--- src/rtl/dac_sample_scheduler_if.sv ---
// Sample stream between the waveform generator and the DAC scheduler.
// The generator is the master; the scheduler FIFO is the slave.
interface dac_sample_scheduler_if;
  logic [11:0] s_data;
  logic        s_valid;
  logic        s_ready;

  modport master (output s_data, output s_valid, input s_ready);
  modport slave  (input s_data, input s_valid, output s_ready);
endinterface

--- src/rtl/dac_sample_scheduler.sv ---
// Buffers generator samples in a FIFO and strobes one into the DAC every
// period+1 clocks, with pre-fill, start/stop control and sticky underrun.
module dac_sample_scheduler #(
  parameter int DEPTH = 8,
  parameter int DIV_W = 16
) (
  input  logic                       clk,
  input  logic                       rst,
  dac_sample_scheduler_if.slave      s_if,
  input  logic [DIV_W-1:0]           div,
  input  logic                       start,
  input  logic                       stop,
  output logic [11:0]                I_data,
  output logic                       en,
  output logic                       busy,
  output logic                       underrun,
  output logic [$clog2(DEPTH+1)-1:0] level
);

  localparam int AW    = $clog2(DEPTH);
  localparam int LVL_W = $clog2(DEPTH+1);

  typedef enum logic [1:0] {
    ST_IDLE  = 2'd0,
    ST_PRIME = 2'd1,
    ST_RUN   = 2'd2
  } state_t;

  state_t           state_r;
  logic [DIV_W-1:0] period_r;
  logic [DIV_W-1:0] cnt_r;
  logic [11:0]      i_data_r;
  logic             en_r;
  logic             busy_r;
  logic             underrun_r;
  logic [LVL_W-1:0] level_r;
  logic [AW-1:0]    wr_ptr_r;
  logic [AW-1:0]    rd_ptr_r;
  logic [11:0]      mem_r [DEPTH];

  logic             full_s;
  logic             empty_s;
  logic             ready_s;
  logic             push_s;
  logic             tick_s;
  logic             pop_s;
  logic [11:0]      head_s;

  // Handshake and tick decode; full/empty come from the registered level only.
  always_comb begin
    full_s  = (level_r == LVL_W'(DEPTH));
    empty_s = (level_r == {LVL_W{1'b0}});
    ready_s = !full_s && !stop;
    push_s  = s_if.s_valid && ready_s;
    tick_s  = (state_r == ST_RUN) && (cnt_r == period_r) && !stop;
    pop_s   = tick_s && !empty_s;
    head_s  = mem_r[rd_ptr_r];
  end

  assign s_if.s_ready = ready_s;
  assign I_data       = i_data_r;
  assign en           = en_r;
  assign busy         = busy_r;
  assign underrun     = underrun_r;
  assign level        = level_r;

  // Sample storage; contents are don't-care once the pointers are cleared.
  always_ff @(posedge clk) begin
    if (push_s) begin
      mem_r[wr_ptr_r] <= s_if.s_data;
    end
  end

  // FIFO pointers and occupancy; stop flushes everything.
  always_ff @(posedge clk or posedge rst) begin
    if (rst) begin
      wr_ptr_r <= {AW{1'b0}};
      rd_ptr_r <= {AW{1'b0}};
      level_r  <= {LVL_W{1'b0}};
    end else if (stop) begin
      wr_ptr_r <= {AW{1'b0}};
      rd_ptr_r <= {AW{1'b0}};
      level_r  <= {LVL_W{1'b0}};
    end else begin
      if (push_s) begin
        wr_ptr_r <= wr_ptr_r + AW'(1);
      end
      if (pop_s) begin
        rd_ptr_r <= rd_ptr_r + AW'(1);
      end
      case ({push_s, pop_s})
        2'b10:   level_r <= level_r + LVL_W'(1);
        2'b01:   level_r <= level_r - LVL_W'(1);
        default: level_r <= level_r;
      endcase
    end
  end

  // Playback state machine with registered DAC-side outputs.
  always_ff @(posedge clk or posedge rst) begin
    if (rst) begin
      state_r    <= ST_IDLE;
      period_r   <= {DIV_W{1'b0}};
      cnt_r      <= {DIV_W{1'b0}};
      i_data_r   <= 12'h800;
      en_r       <= 1'b0;
      busy_r     <= 1'b0;
      underrun_r <= 1'b0;
    end else begin
      en_r <= 1'b0;
      case (state_r)
        ST_IDLE: begin
          if (start && !stop) begin
            state_r    <= ST_PRIME;
            busy_r     <= 1'b1;
            period_r   <= div;
            underrun_r <= 1'b0;
          end else begin
            state_r <= ST_IDLE;
            busy_r  <= 1'b0;
          end
        end
        ST_PRIME: begin
          if (stop) begin
            state_r <= ST_IDLE;
            busy_r  <= 1'b0;
          end else if (full_s) begin
            state_r <= ST_RUN;
            cnt_r   <= {DIV_W{1'b0}};
          end else begin
            state_r <= ST_PRIME;
          end
        end
        ST_RUN: begin
          if (stop) begin
            state_r <= ST_IDLE;
            busy_r  <= 1'b0;
          end else if (tick_s) begin
            cnt_r <= {DIV_W{1'b0}};
            en_r  <= 1'b1;
            if (!empty_s) begin
              i_data_r <= head_s;
            end else begin
              underrun_r <= 1'b1;
            end
          end else begin
            cnt_r <= cnt_r + DIV_W'(1);
          end
        end
        default: begin
          state_r <= ST_IDLE;
          busy_r  <= 1'b0;
        end
      endcase
    end
  end

endmodule

--- src/flat_wrapper.sv ---
// flat-port wrapper written by rule: the top's interface ports become plain ports
module dac_sample_scheduler_flat 
#(
  parameter int DEPTH = 8,
  parameter int DIV_W = 16
)
  (clk, rst, div, start, stop, I_data, en, busy, underrun, level, s_if_s_data, s_if_s_valid, s_if_s_ready);
  dac_sample_scheduler_if s_if_i ();
  input  logic clk;
  input  logic rst;
  input  logic [DIV_W-1:0] div;
  input  logic start;
  input  logic stop;
  output logic [11:0] I_data;
  output logic en;
  output logic busy;
  output logic underrun;
  output logic [$clog2(DEPTH+1)-1:0] level;
  input wire logic [$bits(s_if_i.s_data)-1:0] s_if_s_data;
  input wire logic [$bits(s_if_i.s_valid)-1:0] s_if_s_valid;
  output wire logic [$bits(s_if_i.s_ready)-1:0] s_if_s_ready;
  assign s_if_i.s_data = s_if_s_data;
  assign s_if_i.s_valid = s_if_s_valid;
  assign s_if_s_ready = s_if_i.s_ready;
  dac_sample_scheduler #(.DEPTH(DEPTH), .DIV_W(DIV_W)) u_core (.clk(clk), .rst(rst), .s_if(s_if_i), .div(div), .start(start), .stop(stop), .I_data(I_data), .en(en), .busy(busy), .underrun(underrun), .level(level));
endmodule
--- config.mk ---
export PLATFORM = sky130hd
export DESIGN_NAME = dac_sample_scheduler_flat
export DESIGN_NICKNAME = d
export VERILOG_FILES = /design/src/rtl/dac_sample_scheduler_if.sv /design/src/rtl/dac_sample_scheduler.sv /design/src/flat_wrapper.sv
export SDC_FILE = /design/constraint.sdc
export NUM_CORES = 1
export LEC_CHECK = 0
export CAP_MARGIN = 20
export CORE_MARGIN = 3
export CORE_UTILIZATION = 60
export CTS_BUF_LIST = sky130_fd_sc_hd__clkbuf_2
export DETAILED_ROUTE_END_ITERATION = 12
export PLACE_DENSITY_LB_ADDON = 0.08
export SLEW_MARGIN = 10
export SYNTH_ARGS = -nofsm -noshare
export SYNTH_HDL_FRONTEND = slang
export SYNTH_SLANG_ARGS = --single-unit
--- constraint.sdc ---
create_clock -name clk -period 3.4 [get_ports clk]
set_clock_uncertainty 0.2 [all_clocks]
set_input_delay 0.34 -clock clk [delete_from_list [all_inputs] [get_ports clk]]
set_output_delay 0.34 -clock clk [all_outputs]
set_load 0.1 [all_outputs]
# Word-level counts from Yosys, hierarchy flattened
# Memories as Yosys holds them, arrays and structs flattened. A register that Yosys moved wholly into a read port is not among the register bits.
# Cells that the tools add are included.
# classes
addsub,5
multipliers,0
div,0
order_cmp,0
n_eq_ne,14
shifts,0
mux,29
bitwise,2
reduce_logical,21
# ops
op,count
two-way mux 16 bit,4
one-hot mux 16 bit (2 select lines),1
adder 16 x 1 -> 16 bit (second input constant),1
equality test 16 bit,1
two-way mux 1 bit,12
two-way mux 3 bit,4
inequality test 2 x 1 -> 1 bit (second input constant),5
one-hot mux 4 bit (2 select lines),1
AND reduction 4 bit,2
nonzero test 2 bit,4
adder 3 x 1 -> 3 bit (second input constant),2
logical AND 1 bit,6
two-way mux 2 bit,3
inequality test 2 bit (second input constant),3
one-hot mux 2 bit (3 select lines),1
AND reduction 5 bit,1
adder 4 x 1 -> 4 bit (second input constant),1
equality test 2 x 1 -> 1 bit (second input constant),2
equality test 2 bit (second input constant),2
equality test 4 bit (second input constant),1
logical NOT 4 bit,1
two-way mux 4 bit,1
one-hot mux 1 bit (2 select lines),2
subtractor 4 x 1 -> 4 bit (second input constant),1
6 further kinds,9
# word_totals
ff_bits,47
latch_bits,0
mem_bits_rw,96
romBits,0
out_inout_bits,20
elab_cells,81
memories,1
# mem_list
memory,words,width,read_ports,rd_clocked_by_memory_dff,write_ports,line,rtl
u_core.mem_r,8,12,1,1,1,dac_sample_scheduler.sv:39,logic [11:0] mem_r [DEPTH];

# Depth between registers and ports, before layout
# logic_depth
word_depth,7
ltp_mapped,13
mapped_depth_nobuf,12

# Least setup slack after synthesis
# Ideal clock, no wire load.
# synth_path
path_type,register -> register
from,"reg u_core.level_r[1], in the netlist u_core.level[1]"
to,mem u_core.mem_r[4][0] (enable)
setup_ns,0.417
arrival_ns,4.651
required_ns,2.783
path_slack_ns,-1.868
path_stages_with_launch,6
synth_period_minus_slack_ns,5.268
cell_sequence,dfrtp_1 -> buf_2 -> nor4b_4 -> nor2_1 -> nand2_1 -> nor4b_1
# synth_via
elab_chain_cells,6
# synth_lines
item,line,rtl
from (decl),dac_sample_scheduler.sv:36,logic [LVL_W-1:0] level_r;
from (signal assigned),dac_sample_scheduler.sv:79,level_r <= {LVL_W{1'b0}};
from (signal assigned),dac_sample_scheduler.sv:83,level_r <= {LVL_W{1'b0}};
from (signal assigned),dac_sample_scheduler.sv:92,2'b10: level_r <= level_r + LVL_W'(1);
equality test 4 bit,dac_sample_scheduler.sv:51,full_s = (level_r == LVL_W'(DEPTH));
logical NOT 1 bit,dac_sample_scheduler.sv:53,ready_s = !full_s && !stop;
logical AND 1 bit,dac_sample_scheduler.sv:53,
net s_if_s_ready,flat_wrapper.sv:21,output wire logic [$bits(s_if_i.s_ready)-1:0] s_if_s_ready;
logical AND 1 bit,dac_sample_scheduler.sv:54,push_s = s_if.s_valid && ready_s;
two-way mux 1 bit,dac_sample_scheduler.sv:69,if (push_s) begin
two-way mux 1 bit (implied by the code),dac_sample_scheduler.sv:70,mem_r[wr_ptr_r] <= s_if.s_data;
to (decl),dac_sample_scheduler.sv:39,
# The timed path passes the listed nets, and every way through them passes these cells.

# Worst setup path in the final report
# layout_path
from,"reg u_core.level_r[2], in the netlist u_core.level[2]"
to,out level[2]
# layout_lines
item,line,rtl
to (decl),flat_wrapper.sv:18,output logic [$clog2(DEPTH+1)-1:0] level;
# No word-level cell between the ends.

==> results.md <==
- The flow ran to the end, and the final reports show no timing, DRC or antenna violations.
- Setup total negative slack on the finished layout was measured at 0 ns.
- The xor and xnor area share after synthesis is 0.03954.
- The simple-gate share of the synthesized area is 0.1011.
- Walking the worst path, the cells encountered are clkdlybuf4s50_1.
- STA classifies the critical path startpoint as a register.
- The share of the Yosys chip area taken by registers is 0.6562.
- The number of buffers and inverters on the critical path is 1.
- The fraction of layout instances using a drive strength above 1 is 0.2185.
- The gate count of the mapped netlist is 437.
- The netlist area before placement is 0.006645 mm2.
- The number of global-route vias before repair is 3927.
- TritonCTS built the clock tree.
- For met2 alone, demand over resource in global routing was 0.3667.
- The leading cell type in the layout, fill and taps excluded is edfxtp_1.
- The net count of the finished layout is 559.
- For this design the top-level I/O count stands at 53.
- In the routed layout, each cell is associated on average with a via count of 5.720.
- For this block, the via count after detailed routing is 3815.
- The layout has 697 filler cells.
- For this design the ratio of total power to cell area is 443.7 mW/mm2.
- The count of final max-slew check failures is 0.
- The critical setup path kind is reg2out.
- The clock transition at the registers of the reported paths is 0.23 ns.
- The highest-utilization routing layer at the global route stage is met2.
- Measured against the total synthesized area, the mux share comes to 0.1318.
- The post-synthesis to final-layout area growth is 16.91%.
- The standard cell with the maximum stage delay on the critical path is clkdlybuf4s50_1.
- The analysis attributes to cell leakage a power of 2.885 nW.
- Yosys mapped a number of flops with a built-in enable equal to 96.
- The transition time at the pin with the least slew margin is 1.015 ns.
- The vertical die dimension is 111.2 um.
- The combined area of the multi-input logic cells is 0.002188 mm2.
- Post-CTS timing repair inserted 0 buffers for setup.
- The maximum cell stage delay along the critical path is 1.17 ns.
- The first-pass detailed-route iteration total is 4.
- The average wire per cell in the routed design is 19.00 um.
- The headroom to the max-slew limit is 0.3213.
- Derived from the worst setup path, the maximum achievable clock frequency is 345.7 MHz.
- Port buffering added 52 buffers.
- The clock period minus final worst setup slack is 2.893 ns.
- The cell family contributing the most delay on the critical path is buffers and inverters.
- For met3 alone, demand over resource in global routing was 0.04967.
- The congestion estimate from routability-driven global placement came to 0.8236.
- STA classifies the critical path endpoint as an output port.
- In the layout the commonest cells are 96 x edfxtp_1, 54 x dfrtp_1, 48 x clkdlybuf4s50_1.
- The number of endpoints failing setup at the final stage is 0.
- Across every metal layer, demand over resource in global routing totals 0.2179.
- IR analysis of the VDD net gives a maximum drop of 0.4818 mV.
- The number of diodes is 0.
- The post-synth net total is 478.
- The met1 track utilization from global routing is 0.2860.
- The hold slack is 0.08874 ns.
- The region available for standard cell placement spans 0.01056 mm2.
- The first-pass GRT wire length is 20840 um.
- The initial utilization of the core area, before any placement, comes to 0.6296.
- In this run the remaining antenna-violating nets after routing total 0.
- The initial detailed-routing violation count is 266.
- CTS built an H-tree with a depth of 4.
- The die width is 111.2 um.
- In the routed design, unresolved DRC markers number 0.
- The number of distinct standard cells referenced by the synthesized netlist is 53.
- The final hold violation count is 0.
- Clock latency on the worst-skew pair, taken at its later pin, is 0.66 ns.
- The worst path arrival time is 2.35 ns.
- The maximum number of pins on one net before global-route repair is 27.
- The total routed wirelength is 12670 um.
- Among all flip-flop cells after synthesis, the most frequent one is edfxtp_1.
- For this run the aggregate overflow at the end of global routing stands at 0.
- The largest family of logic cells by synthesized area is multiplexers.
- The initial antenna violation count was 0.
- A synthesized cell averages 15.21 um2.
- The longest clock path from root to sink contains 2 buffers.
- During synthesis, Yosys emitted a total of 0 warnings.
- Of the total synthesized cell area, the portion taken by full adders, half adders and majority gates is 0.01506.
- The sink count of the clock tree is 155.
- The floorplan step defined a die boundary enclosing 0.01237 mm2.
- After floorplanning, the core was divided into 37 placement rows.
- Of the available clock period, the critical path in the final layout requires 0.8508.
- Setup repair after global routing left no endpoint under its margin.
- The clock root buffer is clkbuf_2.
- The HPWL after detailed placement is 8415 um.
- In this run the worst hold path is classified as in2reg.
- In the final layout, flip-flops and latches occupy 0.004365 mm2.
- After synthesis the netlist holds a flip-flop and latch count of 155.
- The maximum fanout along the worst path is 7.
- Max-cap violations in this run came to 0.
- STA puts the critical path data required time at 2.86 ns.
- In the synthesized netlist the async set-or-reset flop fraction comes to 0.3806.
- The number of clock buffers inserted by TritonCTS is 17.
- The complex-gate fraction of the synthesized area was 0.03672.
cell families after synthesis:
logic type | Yosys count
DFF | 155
and+or+nand+nor | 120
muxes | 55
AOI/OAI and AO/OA | 38
buffers and inverters | 31
xor gates and xnor gates | 30
adders and majority gates | 8
synth_stat cells, types with 4 or more instances:
cell,n,area share
clkbuf_1,6,0.0034
nand2_1,28,0.016
mux4_2,24,0.081
and3_1,7,0.0066
nand3_1,15,0.011
nor3b_1,4,0.0045
mux2_2,16,0.027
nand4_1,6,0.0056
nor3_1,4,0.0030
nand2b_1,5,0.0047
nor2_1,27,0.015
dfrtp_1,58,0.22
xnor2_1,18,0.024
buf_2,8,0.0060
ha_1,8,0.015
inv_1,13,0.0073
mux2i_1,14,0.021
a21oi_1,5,0.0038
edfxtp_1,96,0.43
xor2_1,12,0.016
o21ai_0,18,0.014
stage by stage:
step	util	power [mW]	instances	area, um2	worst slack [ns]
global placement	0.7028	2.449	625	7418	0.4791
CTS	0.7275	3.476	658	7679	0.4552
global route	0.7360	3.603	667	7769	0.3617
finish	0.7360	3.447	667	7769	0.5071
detailed placement	0.7028	2.460	625	7418	0.4230
floorplan	-	2.342	437	6679	0.003164
path summary, 6_finish.rpt:
path | start | endpoint | slack (ns) | cells after the start
worst max-delay path | u_core.level[2] | level[2] | 0.51 | 1
worst min-delay path | div[0] | u_core.period_r[0] | 0.09 | 2
worst max register to register | u_core.cnt_r[2] | u_core.level[2] | 0.56 | 10
worst min register to register | u_core.I_data[9] | u_core.I_data[9] | 0.31 | 2
max in group asynchronous | rst | u_core.wr_ptr_r[0] | 1.98 | 4
min in group asynchronous | rst | u_core.period_r[9] | 0.32 | 3
layer usage:
metal	vias to the layer above	wire, um
met5	-	0
met4	0	106
met3	11	594
met2	90	6587
met1	1907	5385
li1	1807	-
power breakdown:
part           total [mW]  switching (mW)  leakage (nW)  internal (mW)
Combinational       0.303           0.158          1.10          0.145
Sequential           2.12          0.0543          1.64           2.07
Clock                1.02           0.662         0.146          0.358
Total                3.45           0.874          2.89           2.57
what timing repair did:
action | 4_1_cts | 5_1_grt
gates resized for setup | 0 | 0
hold buffers | 1 | 9
endpoints found under the hold margin | 17 | 9
final cells by class:
class                      count  area share
sequential                   155      0.5619
multi-input combinational    251      0.2817
timing repair buffer          80     0.09599
tap                          136     0.02190
clock inverter                14     0.02062
clock buffer                  18     0.01160
inverter                      13    0.006281
state kept, by name, summed over array words and instances, names as in the netlist:
signal and count:
u_core.I_data 12, u_core.state_r 2, u_core.underrun 1, u_core.en 1, u_core.rd_ptr_r 3, u_core.level 4, u_core.busy 1, u_core.mem_r 96
u_core.wr_ptr_r 3, u_core.period_r 16, u_core.cnt_r 16
Power figures use the tool's default switching activity.
==> edit 1, RTL diff (same flow settings) <==
Encoding of `state_t`: now one-hot (3 bits for 3 states).
--- a/src/rtl/dac_sample_scheduler.sv
+++ b/src/rtl/dac_sample_scheduler.sv
@@ -21,8 +21,8 @@
   localparam int LVL_W = $clog2(DEPTH+1);
 
-  typedef enum logic [1:0] {
-    ST_IDLE  = 2'd0,
-    ST_PRIME = 2'd1,
-    ST_RUN   = 2'd2
+  typedef enum logic [2:0] {
+    ST_IDLE  = 3'b001,
+    ST_PRIME = 3'b010,
+    ST_RUN   = 3'b100
   } state_t;
 
Behaviour: same outputs for any inputs over 10 cycles, from zero or initial values and one cycle with rst high; not proved beyond that.
==> edit 1 against the original RTL <==
  * Final area is 0.77% higher
  * Final cell count stayed put
  * Via count is 1.4% higher
  * Power is 4.0% higher
  * Sequential cell count is 1 higher
  * Wire length is 1.6% higher
  * Largest cell class unchanged
  * Synthesized area is 0.15% lower
  * Sequential share of layout area is 0.096 points lower
  * Largest power group unchanged
  * Worst setup slack worse by 0.017 ns
==> edit 1: results (changes against the original RTL) <==
STATUS='complete, no violations'  # unchanged
YOSYS.CELL_TYPES.COUNT=52  # was 53
LEAKAGEPOWER_nW=2.85  # was 2.89 nW
RRSETUPSLACK_NS=0.51  # was 0.56 ns
PEAKVDDDROP_V=0.000378  # was 0.000482 V
PRE_CTS_SLACK_NS=0.231  # was 0.423 ns
WORST_SLEW_MARGIN_REL_PCT=34.5  # was 32.1%
DETAILED_PLACE_HPWL_UM=8490  # was 8420 µm
HP-START='div[10]'  # was div[0]
WORST-PATH-MAX-FANOUT=9  # was 7
TIMING.RR.START='u_core.cnt_r[7]'  # was u_core.cnt_r[2]
ASYNC_RESET_FF_SHARE_PCT=38.5  # was 38.1%
CLOCK_LATENCY_OF_THE_LATER_CLOCKED_REGISTER_IN_THE_WORST_SKEW_PAIR_NS=0.69  # was 0.66 ns
GLOBALROUTETOTALUTIL_PCT=22.1  # was 21.8%
GP_CONGESTION=0.851  # was 0.824
CLK_TRANSITION_REPORTED_PATHS_NS=0.26  # was 0.23 ns
VIAS=3870  # was 3815
NETLIST_TOP_CELLS_AREA='sky130_fd_sc_hd__edfxtp_1, sky130_fd_sc_hd__dfrtp_1, sky130_fd_sc_hd__mux4_2'  # unchanged
VIA_COUNT_OF_THE_FIRST_GLOBAL_ROUTING_PASS=4009  # was 3927
SYNTH_SEQUENTIAL_AREA_RATIO_PCT=66.1  # was 65.6%
SYNTHESIS.NETS=469  # was 478
WORST_CASE_HOLD_SLACK_NS=0.103  # was 0.0887 ns
WORST_EP_ARRIVAL_TIME_NS=2.37  # was 2.35 ns
GRT_MAX_DEGREE=37  # was 27
SYNTH.TOP_CELLS.BY_COUNT='sky130_fd_sc_hd__edfxtp_1, sky130_fd_sc_hd__dfrtp_1, sky130_fd_sc_hd__nor2_1'  # was sky130_fd_sc_hd__edfxtp_1, sky130_fd_sc_hd__dfrtp_1, sky130_fd_sc_hd__nand2_1
CRIT_START='u_core.level[3]'  # was u_core.level[2]
[edit 1: cell count changes in the layout (fill, tap and decap cells not counted), moves of 3 or more]
cell	delta
sky130_fd_sc_hd__nor2_1	+4
sky130_fd_sc_hd__xnor2_1	+5
sky130_fd_sc_hd__nand3_1	-7
sky130_fd_sc_hd__ha_1	-3
sky130_fd_sc_hd__nand2_1	-3
sky130_fd_sc_hd__nor3b_1	+3
sky130_fd_sc_hd__buf_4	+3
sky130_fd_sc_hd__dlygate4sd3_1	+5
sky130_fd_sc_hd__inv_1	-8
[edit 1: final cells by class]
class / count / area, µm²
timing repair buffer: 88 / 818
sequential: 156 / 4390
clock buffer: 17 / 85.1
inverter: 6 / 22.5
fill: 670 / 2730
tap: 136 / 170
clock inverter: 15 / 154
multi-input combinational: 249 / 2190
[edit 1: worst max path at each step]
stage	end	slack, ns
detailed placement	u_core.level[3]	0.23
finish	level[3]	0.49
global route	u_core.level[2]	0.22
CTS	level[3]	0.42
floorplan	u_core.level[2]	0.02
global placement	u_core.level[3]	0.39
[edit 1: routing by layer]
metal,wire [µm],vias up,global-route usage (%)
met1,5680,1959,31.7
met3,776,6,5.90
met4,104,0,5.60
met2,6320,108,34.4
met5,0,-,0
li1,-,1797,-
[edit 1: where the power goes]
part           internal [mW]  total [mW]  leakage, nW  switching (mW)
clock                  0.292       0.999        0.142           0.707
combinational          0.181       0.412         1.06           0.231
sequential              2.10        2.17         1.65          0.0770
total                   2.57        3.58         2.85            1.01
[edit 1: logic make-up (layout without fill, tap and decap cells)]
family | count (synthesis) | after routing | synth area share, %
flops | 156 | 156 | 66.1
simple gates | 122 | 122 | 10.6
mux | 54 | 54 | 13.0
compound gates | 34 | 34 | 3.09
xor+xnor | 34 | 34 | 4.49
buf+inv | 26 | 126 | 1.81
fa+ha+maj | 5 | 5 | 0.943
[edit 1: per-stage QoR]
step           util, %  area [µm²]  instances
6_report          74.2        7830        667
5_1_grt           74.2        7830        667
4_1_cts           73.7        7780        662
3_5_place_dp      70.5        7440        620
3_3_place_gp      70.5        7440        620
2_1_floorplan        -        6690        431
[edit 1: timing repair]
action | 4_1_cts | 5_1_grt
hold buffers | 10 | 5
resized for setup | 0 | 0
endpoints found under the hold margin | 42 | 5
==> edit 2, RTL diff (same settings) <==
Without the edit above. `DIV_W` is set to 16 in 2 places; all go to 20.
--- a/src/rtl/dac_sample_scheduler.sv
+++ b/src/rtl/dac_sample_scheduler.sv
@@ -3,5 +3,5 @@
 module dac_sample_scheduler #(
   parameter int DEPTH = 8,
-  parameter int DIV_W = 16
+  parameter int DIV_W = 20
 ) (
   input  logic                       clk,
--- a/src/flat_wrapper.sv
+++ b/src/flat_wrapper.sv
@@ -3,5 +3,5 @@
 #(
   parameter int DEPTH = 8,
-  parameter int DIV_W = 16
+  parameter int DIV_W = 20
 )
   (clk, rst, div, start, stop, I_data, en, busy, underrun, level, s_if_s_data, s_if_s_valid, s_if_s_ready);
Interface: changed (resized div); port bits go from 53 to 57. No check against the original RTL was run, so the function may have changed too.
==> edit 2 against the original RTL <==
  * Sequential cell count is 8 higher
  * Clock power is 15% lower
  * Synthesized area increased by 7.7%
  * Die area is 7.3% higher
  * Hold slack better by 0.0071 ns
  * Power rose by 0.75%
  * Largest power group unchanged
  * Synthesized cell count is 12% higher
  * Final area is 7.6% higher
  * Final cell count is 10% higher
  * Wire length increased by 13%
  * Worst setup slack worse by 0.28 ns
  * Largest cell class unchanged
  * Count of clock-buffer cells in the layout up 3
  * Non-clock buffer count up 13
==> edit 2: results (changes against the original RTL) <==
SYNTH.TOP_CELLS.BY_COUNT='sky130_fd_sc_hd__edfxtp_1, sky130_fd_sc_hd__dfrtp_1, sky130_fd_sc_hd__nand2_1, sky130_fd_sc_hd__nor2_1, sky130_fd_sc_hd__mux4_2'  # was sky130_fd_sc_hd__edfxtp_1, sky130_fd_sc_hd__dfrtp_1, sky130_fd_sc_hd__nand2_1
POST_ROUTE_CELLS_DRIVE_ABOVE_1_SHARE_PCT=20.1  # was 21.8%
NETLIST_TOP_CELLS_AREA='sky130_fd_sc_hd__edfxtp_1, sky130_fd_sc_hd__dfrtp_1, sky130_fd_sc_hd__mux4_2'  # unchanged
DPL-INSTANCE-AREA_UM2=7930  # was 7420 µm²
YOSYS.CELL_TYPES.COUNT=56  # was 53
CLK_TRANSITION_REPORTED_PATHS_NS=0.21  # was 0.23 ns
TIMING.RR.START='u_core.cnt_r[15]'  # was u_core.cnt_r[2]
GRT_UTIL_MET1_PCT=28.3  # was 28.6%
WORST_EP_ARRIVAL_TIME_NS=3.58  # was 2.35 ns
PLACE_INST=683  # was 625
CP_SLOWEST_CELL='sky130_fd_sc_hd__dfrtp_1'  # was sky130_fd_sc_hd__clkdlybuf4s50_1
MIN_TO='u_core.period_r[15]'  # was u_core.period_r[0]
LEAKAGEPOWER_nW=3.14  # was 2.89 nW
PRE_CTS_SLACK_NS=0.140  # was 0.423 ns
WL_MET1_UM=5890  # was 5390 µm
SYNTH_SEQUENTIAL_AREA_RATIO_PCT=63.7  # was 65.6%
WIRE_PER_INST_UM=19.4  # was 19.0 µm
CTS_HOLD_BUF=17  # was 1
WL_MET2_UM=7440  # was 6590 µm
REG_TOP3='u_core.mem_r: 96 flops, u_core.cnt_r: 20 flops, u_core.period_r: 20 flops'  # was u_core.mem_r: 96 flops, u_core.cnt_r: 16 flops, u_core.period_r: 16 flops
CRIT_FAMILY='simple AND/OR/NAND/NOR gates'  # was buffers and inverters
VIAS=4351  # was 3815
WORST_CASE_HOLD_SLACK_NS=0.0959  # was 0.0887 ns
CLOCK_LATENCY_OF_THE_LATER_CLOCKED_REGISTER_IN_THE_WORST_SKEW_PAIR_NS=0.71  # was 0.66 ns
TIMING_WORST_SETUP_PATH_TYPE='reg2reg'  # was reg2out
HP-START='div[15]'  # was div[0]
SWITCHINGPOWER_mW=0.922  # was 0.874 mW
MET3_WIRE_LEN_UM=593  # was 594 µm
INITIAL_CORE_UTIL_PCT=62.1  # was 63.0%
RRSETUPSLACK_NS=0.23  # was 0.56 ns
FINISH.NET_COUNT=625  # was 559
FIRST_PASS_GRT_WIRE_LENGTH_UM=22700  # was 20800 µm
WORST_PATH_LARGEST_CELL_DELAY_NS=0.45  # was 1.17 ns
SYNTHESIS.NETS=536  # was 478
GP_CONGESTION=0.916  # was 0.824
IO_BUFFERS=56  # was 52
VIASPERCELL=5.91  # was 5.72
DRT-PASS1-ITER-COUNT=5  # was 4
POST_SYNTH_INST_COUNT=491  # was 437
STATUS='complete, no violations'  # unchanged
==> edit 2: cell count changes in the layout (fill, tap and decap cells not counted), moves of 5 or more <==
| cell | change |
|---|---|
| sky130_fd_sc_hd__dfrtp_1 | +12 |
| sky130_fd_sc_hd__xor2_1 | +11 |
| sky130_fd_sc_hd__dlygate4sd3_1 | +10 |
| sky130_fd_sc_hd__xnor2_1 | -8 |
| sky130_fd_sc_hd__a22o_1 | +5 |
| sky130_fd_sc_hd__mux2_2 | +5 |
| sky130_fd_sc_hd__nor3_1 | +5 |
==> edit 2: power groups by stage <==
| stage | logic (mW) | clock network, mW | registers (mW) |
|---|---|---|---|
| 2_1_floorplan | 0.196 | 0 | 2.30 |
| 3_3_place_gp | 0.344 | 0 | 2.27 |
| 3_5_place_dp | 0.352 | 0 | 2.28 |
| 4_1_cts | 0.369 | 0.901 | 2.24 |
| 5_1_grt | 0.398 | 0.985 | 2.24 |
| 6_report | 0.370 | 0.868 | 2.23 |
==> edit 2: cell type report <==
cell class,instances,area (µm²)
Tap cell,143,179
Fill cell,761,3160
Multi-Input combinational cell,289,2460
Inverter,16,60.1
Clock inverter,11,80.1
Clock buffer,21,105
Sequential cell,163,4560
Timing Repair Buffer,93,906
==> edit 2: cell families (layout without fill, tap and decap cells) <==
family | after synthesis | in the layout | synth area share, %
flops | 163 | 163 | 63.7
simple gates | 140 | 140 | 11.1
mux | 59 | 59 | 12.8
compound gates | 48 | 48 | 4.42
buf+inv | 39 | 141 | 2.34
xor+xnor | 33 | 33 | 4.04
fa+ha+maj | 9 | 9 | 1.54
